`config.mk`:
```
export PLATFORM = sky130hd
export DESIGN_NAME = mem_bus_responder_flat
export DESIGN_NICKNAME = d
export VERILOG_FILES = /design/src/rtl/mem_bus_responder_if.sv /design/src/rtl/mem_bus_responder.sv /design/src/flat_wrapper.sv
export SDC_FILE = /design/constraint.sdc
export NUM_CORES = 1
export LEC_CHECK = 0
export ABC_AREA = 1
export CAP_MARGIN = 15
export CELL_PAD_IN_SITES_DETAIL_PLACEMENT = 1
export CELL_PAD_IN_SITES_GLOBAL_PLACEMENT = 2
export CORE_ASPECT_RATIO = 0.7
export CORE_UTILIZATION = 33
export CTS_BUF_LIST = sky130_fd_sc_hd__clkbuf_2 sky130_fd_sc_hd__clkbuf_4 sky130_fd_sc_hd__clkbuf_8
export CTS_CLUSTER_SIZE = 10
export DETAILED_ROUTE_END_ITERATION = 8
export PLACE_DENSITY = 0.85
export SYNTH_ARGS = -nofsm -noshare
export SYNTH_HDL_FRONTEND = slang
export SYNTH_SLANG_ARGS = --single-unit
```
`constraint.sdc`:
```
create_clock -name clk_in -period 2.8 [get_ports clk_in]
set_clock_uncertainty 0.1 [all_clocks]
set_input_delay 0.7 -clock clk_in [delete_from_list [all_inputs] [get_ports clk_in]]
set_output_delay 0.7 -clock clk_in [all_outputs]
set_load 0.005 [all_outputs]
```
`src/rtl/mem_bus_responder_if.sv`:
```
// CPU byte-wide memory bus: request address/data/direction from the CPU,
// read data and the TX back-pressure flag returned by the responder.
interface mem_bus_responder_if;
    logic        rdy_in;
    logic [31:0] mem_a;
    logic [7:0]  mem_dout;
    logic        mem_wr;
    logic [7:0]  mem_din;
    logic        io_buffer_full;

    modport master (
        output rdy_in, mem_a, mem_dout, mem_wr,
        input  mem_din, io_buffer_full
    );

    modport slave (
        input  rdy_in, mem_a, mem_dout, mem_wr,
        output mem_din, io_buffer_full
    );
endinterface

```
`src/rtl/mem_bus_responder.sv`:
```
// SoC-side responder: decodes CPU bus cycles to RAM or MMIO, returns read data one cycle later.
// Owns the UART TX FIFO (drives io_buffer_full), the free-running cycle counter and stop flag.
module mem_bus_responder #(
    parameter int TX_AW       = 4,
    parameter int FULL_MARGIN = 2
) (
    input  logic                 clk_in,
    input  logic                 rst_in,
    mem_bus_responder_if.slave   bus,

    output logic                 ram_en,
    output logic                 ram_wr,
    output logic [16:0]          ram_addr,
    output logic [7:0]           ram_wdata,
    input  logic [7:0]           ram_rdata,

    input  logic                 rx_valid,
    input  logic [7:0]           rx_data,
    output logic                 rx_pop,

    output logic                 tx_valid,
    output logic [7:0]           tx_data,
    input  logic                 tx_ready,

    output logic                 program_done,
    output logic                 tx_overflow
);

    localparam int              DEPTH      = 1 << TX_AW;
    localparam logic [TX_AW:0]  DEPTH_CNT  = (TX_AW + 1)'(DEPTH);
    localparam logic [TX_AW:0]  MARGIN_CNT = (TX_AW + 1)'(FULL_MARGIN);

    localparam logic [2:0] SEL_NONE = 3'd0;
    localparam logic [2:0] SEL_RAM  = 3'd1;
    localparam logic [2:0] SEL_IO   = 3'd2;

    localparam logic [2:0] OFF_DATA = 3'd0;
    localparam logic [2:0] OFF_CNT0 = 3'd4;
    localparam logic [2:0] OFF_CNT1 = 3'd5;
    localparam logic [2:0] OFF_CNT2 = 3'd6;
    localparam logic [2:0] OFF_CNT3 = 3'd7;

    // Read return path
    logic [2:0]  sel_q, sel_d;
    logic [7:0]  io_dat_q, io_dat_d;

    // Cycle counter and its snapshot
    logic [31:0] cnt_q, cnt_d;
    logic [31:0] cnt_snap_q, cnt_snap_d;

    // Sticky flags
    logic        done_q, done_d;
    logic        ovf_q, ovf_d;

    // TX FIFO
    logic [7:0]       tx_mem_q [DEPTH];
    logic [TX_AW-1:0] wr_ptr_q, wr_ptr_d;
    logic [TX_AW-1:0] rd_ptr_q, rd_ptr_d;
    logic [TX_AW:0]   tx_cnt_q, tx_cnt_d;

    logic        acc;
    logic        ram_sel;
    logic        io_sel;
    logic        rd;
    logic [1:0]  region;
    logic [2:0]  io_off;
    logic        push_req;
    logic [7:0]  push_dat;
    logic        push_ok;
    logic        tx_pop;

    logic        unused_bits;
    assign unused_bits = ^{bus.mem_a[31:18], cnt_snap_q[7:0]};

    // Decode; every access is suppressed while reset is asserted.
    assign region  = bus.mem_a[17:16];
    assign io_off  = bus.mem_a[2:0];
    assign rd      = !bus.mem_wr;
    assign acc     = bus.rdy_in && !rst_in;
    assign ram_sel = acc && !region[1];
    assign io_sel  = acc && (region == 2'b11);

    assign ram_en    = ram_sel;
    assign ram_wr    = ram_sel && bus.mem_wr;
    assign ram_addr  = bus.mem_a[16:0];
    assign ram_wdata = bus.mem_dout;

    always_comb begin
        sel_d      = SEL_NONE;
        io_dat_d   = 8'h00;
        cnt_snap_d = cnt_snap_q;
        done_d     = done_q;
        rx_pop     = 1'b0;
        push_req   = 1'b0;
        push_dat   = bus.mem_dout;

        if (ram_sel && rd) begin
            sel_d = SEL_RAM;
        end

        if (io_sel) begin
            if (rd) begin
                sel_d = SEL_IO;
                case (io_off)
                    OFF_DATA: begin
                        if (rx_valid) begin
                            io_dat_d = rx_data;
                            rx_pop   = 1'b1;
                        end
                    end
                    OFF_CNT0: begin
                        cnt_snap_d = cnt_q;
                        io_dat_d   = cnt_q[7:0];
                    end
                    OFF_CNT1: io_dat_d = cnt_snap_q[15:8];
                    OFF_CNT2: io_dat_d = cnt_snap_q[23:16];
                    OFF_CNT3: io_dat_d = cnt_snap_q[31:24];
                    default:  io_dat_d = 8'h00;
                endcase
            end else begin
                case (io_off)
                    OFF_DATA: push_req = (bus.mem_dout != 8'h00);
                    OFF_CNT0: begin
                        // Stop write still emits a 0x00 so the host sees the terminator.
                        push_req = 1'b1;
                        push_dat = 8'h00;
                        done_d   = 1'b1;
                    end
                    default: push_req = 1'b0;
                endcase
            end
        end
    end

    always_comb begin
        bus.mem_din = 8'h00;
        case (sel_q)
            SEL_RAM: bus.mem_din = ram_rdata;
            SEL_IO:  bus.mem_din = io_dat_q;
            default: bus.mem_din = 8'h00;
        endcase
    end

    assign cnt_d = cnt_q + 32'd1;

    // FIFO bookkeeping; a push into a full FIFO is still taken if the head leaves this cycle.
    assign tx_valid = (tx_cnt_q != '0);
    assign tx_data  = tx_mem_q[rd_ptr_q];
    assign tx_pop   = tx_valid && tx_ready;
    assign push_ok  = push_req && ((tx_cnt_q < DEPTH_CNT) || tx_pop);

    always_comb begin
        wr_ptr_d = wr_ptr_q;
        rd_ptr_d = rd_ptr_q;
        tx_cnt_d = tx_cnt_q;
        ovf_d    = ovf_q || (push_req && !push_ok);

        if (push_ok) begin
            wr_ptr_d = wr_ptr_q + 1'b1;
        end
        if (tx_pop) begin
            rd_ptr_d = rd_ptr_q + 1'b1;
        end
        case ({push_ok, tx_pop})
            2'b10:   tx_cnt_d = tx_cnt_q + 1'b1;
            2'b01:   tx_cnt_d = tx_cnt_q - 1'b1;
            default: tx_cnt_d = tx_cnt_q;
        endcase
    end

    assign bus.io_buffer_full = ((DEPTH_CNT - tx_cnt_q) <= MARGIN_CNT);
    assign program_done       = done_q;
    assign tx_overflow        = ovf_q;

    always_ff @(posedge clk_in) begin
        if (rst_in) begin
            sel_q      <= SEL_NONE;
            io_dat_q   <= 8'h00;
            cnt_q      <= 32'd0;
            cnt_snap_q <= 32'd0;
            done_q     <= 1'b0;
            ovf_q      <= 1'b0;
            wr_ptr_q   <= '0;
            rd_ptr_q   <= '0;
            tx_cnt_q   <= '0;
        end else begin
            sel_q      <= sel_d;
            io_dat_q   <= io_dat_d;
            cnt_q      <= cnt_d;
            cnt_snap_q <= cnt_snap_d;
            done_q     <= done_d;
            ovf_q      <= ovf_d;
            wr_ptr_q   <= wr_ptr_d;
            rd_ptr_q   <= rd_ptr_d;
            tx_cnt_q   <= tx_cnt_d;
        end
    end

    // Storage needs no reset: entries are only visible once the count covers them.
    always_ff @(posedge clk_in) begin
        if (push_ok) begin
            tx_mem_q[wr_ptr_q] <= push_dat;
        end
    end

endmodule

```
`src/flat_wrapper.sv`:
```
// flat-port wrapper written by rule: the top's interface ports become plain ports
module mem_bus_responder_flat 
#(
    parameter int TX_AW       = 4,
    parameter int FULL_MARGIN = 2
)
  (clk_in, rst_in, ram_en, ram_wr, ram_addr, ram_wdata, ram_rdata, rx_valid, rx_data, rx_pop, tx_valid, tx_data, tx_ready, program_done, tx_overflow, bus_rdy_in, bus_mem_a, bus_mem_dout, bus_mem_wr, bus_mem_din, bus_io_buffer_full);
  mem_bus_responder_if bus_i ();
  input  logic clk_in;
  input  logic rst_in;
  output logic ram_en;
  output logic ram_wr;
  output logic [16:0] ram_addr;
  output logic [7:0] ram_wdata;
  input  logic [7:0] ram_rdata;
  input  logic rx_valid;
  input  logic [7:0] rx_data;
  output logic rx_pop;
  output logic tx_valid;
  output logic [7:0] tx_data;
  input  logic tx_ready;
  output logic program_done;
  output logic tx_overflow;
  input wire logic [$bits(bus_i.rdy_in)-1:0] bus_rdy_in;
  input wire logic [$bits(bus_i.mem_a)-1:0] bus_mem_a;
  input wire logic [$bits(bus_i.mem_dout)-1:0] bus_mem_dout;
  input wire logic [$bits(bus_i.mem_wr)-1:0] bus_mem_wr;
  output wire logic [$bits(bus_i.mem_din)-1:0] bus_mem_din;
  output wire logic [$bits(bus_i.io_buffer_full)-1:0] bus_io_buffer_full;
  assign bus_i.rdy_in = bus_rdy_in;
  assign bus_i.mem_a = bus_mem_a;
  assign bus_i.mem_dout = bus_mem_dout;
  assign bus_i.mem_wr = bus_mem_wr;
  assign bus_mem_din = bus_i.mem_din;
  assign bus_io_buffer_full = bus_i.io_buffer_full;
  mem_bus_responder #(.TX_AW(TX_AW), .FULL_MARGIN(FULL_MARGIN)) u_core (.clk_in(clk_in), .rst_in(rst_in), .bus(bus_i), .ram_en(ram_en), .ram_wr(ram_wr), .ram_addr(ram_addr), .ram_wdata(ram_wdata), .ram_rdata(ram_rdata), .rx_valid(rx_valid), .rx_data(rx_data), .rx_pop(rx_pop), .tx_valid(tx_valid), .tx_data(tx_data), .tx_ready(tx_ready), .program_done(program_done), .tx_overflow(tx_overflow));
endmodule
```
==> results of run 1 <==
[registers in the layout, summed over array words and instances (netlist names), named ones only]
signal               cells
u_core.tx_mem_q        128
u_core.cnt_q            32
u_core.cnt_snap_q       24
u_core.io_dat_q          8
u_core.tx_cnt_q          5
u_core.rd_ptr_q          4
u_core.wr_ptr_q          4
u_core.sel_q             2
u_core.program_done      1
u_core.tx_overflow       1
[where the power goes]
part	internal, mW	leakage [nW]	switching (mW)
Sequential	3.39	1.84	0.0764
Combinational	1.20	2.24	1.34
Clock	1.46	0.363	1.28
Total	6.05	4.44	2.70
[layout make-up]
cell class,instances,area (um^2)
sequential,213,5550
tap,378,473
inverter,127,477
clock inverter,14,68.8
fill,3253,16500
clock buffer,50,632
multi-input combinational,598,3530
timing repair buffer,175,1700
[metal layers]
layer	wire [um]	part of all wire, %	up-vias
li1	-	-	3733
met1	14500	49	3876
met2	13000	44	196
met3	1540	5.2	50
met4	586	2.0	0
met5	0	0	-
[cells in the final DEF, fill, tap and decap left out, types with 5 or more instances in the layout]
cell type and n:
a21oi_1 82, a21oi_2 14, a31oi_1 11, buf_12 11
buf_2 8, buf_4 82, buf_6 5, buf_8 5
clkbuf_4 9, clkbuf_8 41, clkdlybuf4s50_1 49, clkinv_1 8
dfxtp_1 80, dlygate4sd2_1 7, edfxtp_1 128, ha_1 12
inv_1 115, inv_2 11, mux2i_1 26, nand2_1 106
nand2_2 10, nand3_1 42, nand4_1 12, nor2_1 78
nor2_2 6, nor2_4 7, nor3_1 25, o211ai_1 32
o21ai_0 48, o21ai_1 37, o21ai_2 8, xor2_1 6
[how the worst max path moves through the flow]
stage	end	slack (ps)
final	tx_data[7]	-110
after global routing	tx_data[7]	-150
after CTS	tx_data[3]	-100
after detailed placement	u_core.tx_cnt_q[4]$_SDFFE_PP0P_	-580
after global placement	u_core.tx_cnt_q[4]$_SDFFE_PP0P_	-480
after floorplan	u_core.tx_cnt_q[4]$_SDFFE_PP0P_	190
[synthesized netlist by cell type]
cell	number
clkbuf_1	21
nor3b_2	2
fa_1	1
buf_6	3
nor2_4	7
dfxtp_1	85
nor2_8	1
nor3b_1	3
nand3_2	2
nand2_4	2
nor3_2	4
nand2_1	109
buf_1	5
ha_1	15
nand2_2	7
clkinv_1	1
a31oi_1	11
nor3_1	26
nand3_1	42
or2_2	3
nand4_1	12
o21a_1	1
o2111ai_1	1
o211ai_1	32
a21oi_1	95
inv_2	8
o21ai_0	76
a311oi_1	1
nor2_2	3
xor2_1	6
o22ai_1	3
and3_1	1
mux2i_1	32
edfxtp_1	128
a21oi_2	1
buf_4	28
nor2_1	81
inv_1	118
o21ai_1	17
a211oi_1	1
buf_2	9
[worst max-delay path, cell delays in order (launching register included)]
cell      delay, ps
dfxtp_4         360
buf_12          150
buf_12          130
buf_8           130
buf_6           110
mux2i_1         110
o211ai_1        240
o211ai_1        150
nand2_1         100
buf_2           110
[cells by family (layout without fill, tap and decap cells)]
group,count (synthesis),count (layout),synth area share [%]
AOI/OAI and AO/OA,239,239,13.4
xor gates and xnor gates,6,6,0.539
adders and majority gates,16,16,2.13
buffers and inverters,193,366,8.86
DFF,213,213,56.9
muxes,32,32,3.29
and+or+nand+nor,305,305,14.8
[per-stage QoR]
stage	area (um^2)	hold slack, ps	utilization [%]	setup WS, ps
2_1_floorplan	9740	339	-	191
3_3_place_gp	11300	349	38.9	-483
3_5_place_dp	11300	361	38.9	-581
4_1_cts	12300	369	42.5	-98.4
5_1_grt	12400	404	43.0	-146
6_report	12400	369	43.0	-107
[timing repair]
action                     4_1_cts  5_1_grt
buffers inserted                13        5
setup endpoints to repair       22       20
gates resized for setup        103       48
pin swaps                       26       28
hold buffers                     0        0
gates cloned                     4        0
==> run metrics, run 1 <==
IO Port Bufs=roughly 70; period utilization=104%; Setup TNS=-231 ps; clk_lat worst skew=530 ps; Setup Crit Path Kind=reg -> out; first-pass GRT wire length=46.4 mm; Crit path required time=2000 ps; fmax=between 300 and 400 MHz; 1st-iter DRT viols=~520; Root Buffer=clkbuf_8; Die X=approximately 210 um; M1 GR Usage=between 20% and 30%; max-cap violation count=0; HPWL after DPL=20.7 mm; most used routing layer=met2; GR met2 Demand/Resource=a little under a third; # setup viols final=5; Worst-Margin Slew=roughly 1200 ps; Startpoint Class=register; Mapped Area=about 9700 um^2; Clock transition at path regs=around 60 ps; Tmin final=2910 ps; layout cells sized above 1=21.9%; status=finished with violations; average wire per standard cell=between 15 and 20 um; Routed WL=29.6 mm; GRT met3 Usage=around 3.8%; maximum clock path buffer count=3; total gr overflow=0; core area=roughly 29000 um^2; Syn Nets=1082; H-tree lvl count=2; Max rail drop VDD=0.268 mV; reg2reg setup slack=approximately 300 ps; crit path max fanout=6; global-route usage over all layers=19.8%; vias=7855; number of synthesized register bits=around 210; Syn Area/Cell=roughly 9.7 um^2; final hold viol count=0; vias in the first global route=8134; RSZ-0062 raised after global routing=true; vias per cell=about 5; global placer's final weighted congestion=roughly 0.8; Post-Synthesis Cells=roughly 1000; Hold WC Path Type=reg -> reg; Synth area leaders=edfxtp_1 (39%), dfxtp_1 (17%), a21oi_1 (4.9%); Hold Startpoint=u_core.program_done$_SDFFE_PP0P_; area delta synth->final=27.6%; DRC viols=0; dpl cells=~1500; worst r2r path cells=17; initial antenna violation count=0; Final Max Slew Viols=0; Ports=110; CTS tree=done; Overall Power=between 8 and 9 mW; Initial Util=between 30% and 40%; antenna cells=0; Reg2Reg Launch Point=u_core.tx_cnt_q[0]$_SDFFE_PP0P_; Final nets=1230; Arrival @ worst endpoint=approximately 2100 ps; PD cells=a little over 700 nW/um^2; WHS Endpoint=u_core.program_done$_SDFFE_PP0P_; sequential element share of the synthesized area=between 50 and 60%; first drt pass iteration count=4; top cell type's share of synthesized area=between 30% and 40%; Die ar.=~30000 um^2; largest net degree at the start of global routing=43; Synth Warn #=0; Slew HR=19.5%; worst hold stages=2; Non-Filler Instances=roughly 1600; leakage power of the design=between 4 and 5 nW; Die Y=about 150 um; critical path endpoint category=output pin; Netlist cell types=roughly 40; Num CTS Buffers=37; area leader, netlist=edfxtp_1; FP Rows=52; antenna-violating nets left=0; final worst slack=-107 ps; r2r endpoint=u_core.tx_cnt_q[4]$_SDFFE_PP0P_; violated checks=setup timing; clock sink total=around 210
No activity file was read; power rests on OpenSTA's default activity.
==> run 2, diff against run 1 <==
--- a/config.mk
+++ b/config.mk
@@ -5,16 +5,16 @@
 export SDC_FILE = /design/constraint.sdc
 export NUM_CORES = 1
 export LEC_CHECK = 0
-export ABC_AREA = 1
+export ABC_AREA = 0
 export CAP_MARGIN = 15
 export CELL_PAD_IN_SITES_DETAIL_PLACEMENT = 1
 export CELL_PAD_IN_SITES_GLOBAL_PLACEMENT = 2
 export CORE_ASPECT_RATIO = 0.7
-export CORE_UTILIZATION = 33
+export CORE_UTILIZATION = 37
 export CTS_BUF_LIST = sky130_fd_sc_hd__clkbuf_2 sky130_fd_sc_hd__clkbuf_4 sky130_fd_sc_hd__clkbuf_8
 export CTS_CLUSTER_SIZE = 10
 export DETAILED_ROUTE_END_ITERATION = 8
-export PLACE_DENSITY = 0.85
+export PLACE_DENSITY = 0.87
 export SYNTH_ARGS = -nofsm -noshare
 export SYNTH_HDL_FRONTEND = slang
 export SYNTH_SLANG_ARGS = --single-unit
==> run 2 against run 1 <==
Against the previous run:
- the flow still finishes with violations (setup timing)
- synthesized cell count fell by 33%
- clock power rose by 4%
- worst hold slack improved by 22 ps
- final cell count is 26% lower
- largest power group unchanged
==> run metrics, run 2 <==
status=finished with violations; violated checks=setup timing; final hold viol count=0 (unchanged); multiplexer area fraction after synthesis=14.6% (+11 points); Die X=191 um (-7.8%); Startpoint Class=register; Post-Synthesis Cells=669 (-33%); CTS tree=done; Max rail drop VDD=0.475 mV (+77%); Setup Crit Path Kind=reg -> out; initial antenna violation count=0 (unchanged); sequential element share of the synthesized area=59.9% (+2.9 points); Initial Util=37.6% (+4.0 points); core area=24600 um^2 (-15%); Ports=110 (unchanged); first drt pass iteration count=4 (unchanged); Final Max Slew Viols=0 (unchanged); Netlist cell types=58 (+41%); Final nets=876 (-29%); Crit path required time=2000 ps (about the same); flip-flop count of the largest register after layout=128 (unchanged); # setup viols final=9 (+4); total gr overflow=0 (unchanged); Post-Place Setup Slack=-588 ps (-7.54 ps); Synth Warn #=0 (unchanged); most frequent cell after synthesis=edfxtp_1; post-synthesis xor/xnor area fraction=2.93% (+2.4 points); Die ar.=25700 um^2 (-15%); FP Rows=48 (-7.7%); FFs w/ async S/R, synth=0% (unchanged); commonest non-fill, non-tap cell in the layout=edfxtp_1; Worst-Margin Slew=810 ps (-393 ps); Overall Power=8.75 mW (about the same); area leader, netlist=edfxtp_1; IO Port Bufs=69 (unchanged); clock sink total=213 (unchanged); ys flop type=edfxtp_1; post-synthesis simple-gate area fraction=12.3% (-2.6 points); Compound-Gate Fraction of Synth Area=3.38% (-10 points); top cell type's share of synthesized area=41.5% (+2.0 points); Top Registers=u_core.tx_mem_q: 128 flops, u_core.cnt_q: 32 flops, u_core.cnt_snap_q: 24 flops; largest net degree at the start of global routing=76 (+77%); H-tree lvl count=2 (unchanged); Die Y=134 um (-7.8%); max-cap violation count=0 (unchanged); Hold WC Path Type=reg -> reg; average wire per standard cell=21.1 um (+11%); largest register by flop count=u_core.tx_mem_q; critical path endpoint category=output pin; combinational family with the most area after synthesis=multiplexers; crit path max fanout=6 (unchanged); PD cells=754 nW/um^2 (+7.1%); clk_lat worst skew=530 ps (about the same); Adder-Cell Fraction of Synth Area=2.24% (+0.11 points); vias=5994 (-24%); final core utilization=47.2% (+4.2 points); final worst slack=-410 ps (-303 ps); global-route usage over all layers=19.4% (-0.37 points); area delta synth->final=25.3%; period utilization=115% (+11 points); fmax=312 MHz (-9.5%); Num CTS Buffers=35 (-5.4%); DRC viols=0 (unchanged); Syn Nets=747 (-31%); number of synthesized register bits=213 (unchanged); Clock transition at path regs=60 ps (about the same); EDFF count, synth=128 (unchanged); HPWL after DPL=15.8 mm (-23%); leakage power of the design=3.98 nW (-10%); first-pass GRT wire length=37.6 mm (-19%); commonest non-fill, non-tap cells in the layout=edfxtp_1 (128), nor2_1 (84), dfxtp_1 (81); Root Buffer=clkbuf_8; vias per cell=5.22 (+3.3%); Routed WL=24.3 mm (-18%); antenna cells=0 (unchanged); Synth area leaders=edfxtp_1 (41%), dfxtp_1 (18%), mux4_2 (11%); Arrival @ worst endpoint=2410 ps (+300 ps); 1st-iter DRT viols=373 (-28%); Slew HR=46.0% (+27 points); antenna-violating nets left=0 (unchanged); vias in the first global route=6419 (-21%); Synth top cells by count=edfxtp_1 (128), nor2_1 (86), dfxtp_1 (85), mux4_2 (47), buf_4 (29); layout cells sized above 1=29.9% (+7.9 points); RSZ-0062 raised after global routing=true; global placer's final weighted congestion=0.766 (-3.6%); Mapped Area=9270 um^2 (-4.9%); Tmin final=3210 ps (+303 ps); maximum clock path buffer count=3 (unchanged); Syn Area/Cell=13.8 um^2 (+43%)
run 2: changes by cell type in the layout (fill, tap and decap cells not counted), moves of 12 or more:
cell      delta
a21oi_1     -69
a22oi_1     +15
buf_4       -19
inv_1      -102
mux4_2      +47
nand2_1     -87
nand3_1     -30
nor3_1      -12
o211ai_1    -32
o21ai_0     -39
o21ai_1     -35
xnor2_1     +18
run 2: worst paths after layout:
check        cells after the start  slack [ps]                               end                             start
max                              5        -410                        tx_data[7]                          register
min                              2         390  u_core.program_done$_SDFFE_PP0P_  u_core.program_done$_SDFFE_PP0P_
max reg2reg                     12         -30   u_core.tx_cnt_q[4]$_SDFFE_PP0P_   u_core.tx_cnt_q[0]$_SDFFE_PP0P_
min reg2reg                      2         390  u_core.program_done$_SDFFE_PP0P_  u_core.program_done$_SDFFE_PP0P_
run 2: cell type report:
| type | count | area [um^2] |
|---|---|---|
| Timing Repair Buffer | 149 | 1440 |
| Multi-Input combinational cell | 383 | 3420 |
| Inverter | 16 | 65.1 |
| Sequential cell | 213 | 5560 |
| Fill cell | 2482 | 13000 |
| Clock inverter | 10 | 88.8 |
| Clock buffer | 53 | 642 |
| Tap cell | 325 | 407 |
run 2: kinds of logic after synthesis:
group	Yosys count
simple gates	211
compound gates	49
fa+ha+maj	16
flops	213
xor+xnor	31
buf+inv	73
mux	76
run 2: worst max-delay path, stage by stage, from the launching register on:
cell	delay [ps]
dfxtp_4	430
buf_12	140
buf_8	120
mux4_2	530
mux4_2	520
buf_6	140
run 2: timing repair:
item / CTS / global route
cloned: 1 / 0
hold endpoints to repair: 0 / 0
resized for setup: 65 / 19
setup endpoints to repair: 24 / 58
buffers inserted: 20 / 9
hold buffers: 0 / 0
pin swaps: 7 / 12
run 2: routing by layer:
metal	part of all wire, %	GRT usage (%)	up-vias
met5	0	0	-
met1	45	26.6	3036
met2	47	31.2	176
met4	1.9	5.60	0
li1	-	-	2742
met3	6.2	4.08	40
run 2: power by group:
part	total, mW	leakage (nW)	switching, mW	internal [mW]
clock network	2.86	0.387	1.28	1.57
registers	3.47	1.84	0.0821	3.39
logic	2.42	1.75	1.03	1.40
run 2: metrics by stage:
stage | area (um^2) | TNS (ps) | hold slack [ps] | std cells
after floorplan | 9320 | -18.8 | 342 | 669
after global placement | 10500 | -20770 | 345 | 1059
after detailed placement | 10500 | -31130 | 361 | 1059
after CTS | 11500 | -3360 | 370 | 1143
after global routing | 11600 | -3680 | 423 | 1149
final | 11600 | -3100 | 391 | 1149
==> run 3, diff against run 2 <==
--- a/config.mk
+++ b/config.mk
@@ -6,7 +6,7 @@
 export NUM_CORES = 1
 export LEC_CHECK = 0
 export ABC_AREA = 0
-export CAP_MARGIN = 15
+export CAP_MARGIN = 20
 export CELL_PAD_IN_SITES_DETAIL_PLACEMENT = 1
 export CELL_PAD_IN_SITES_GLOBAL_PLACEMENT = 2
 export CORE_ASPECT_RATIO = 0.7
==> results of run 3 <==
Same layout as run 2: the final DEF is identical, and so are final timing and power.
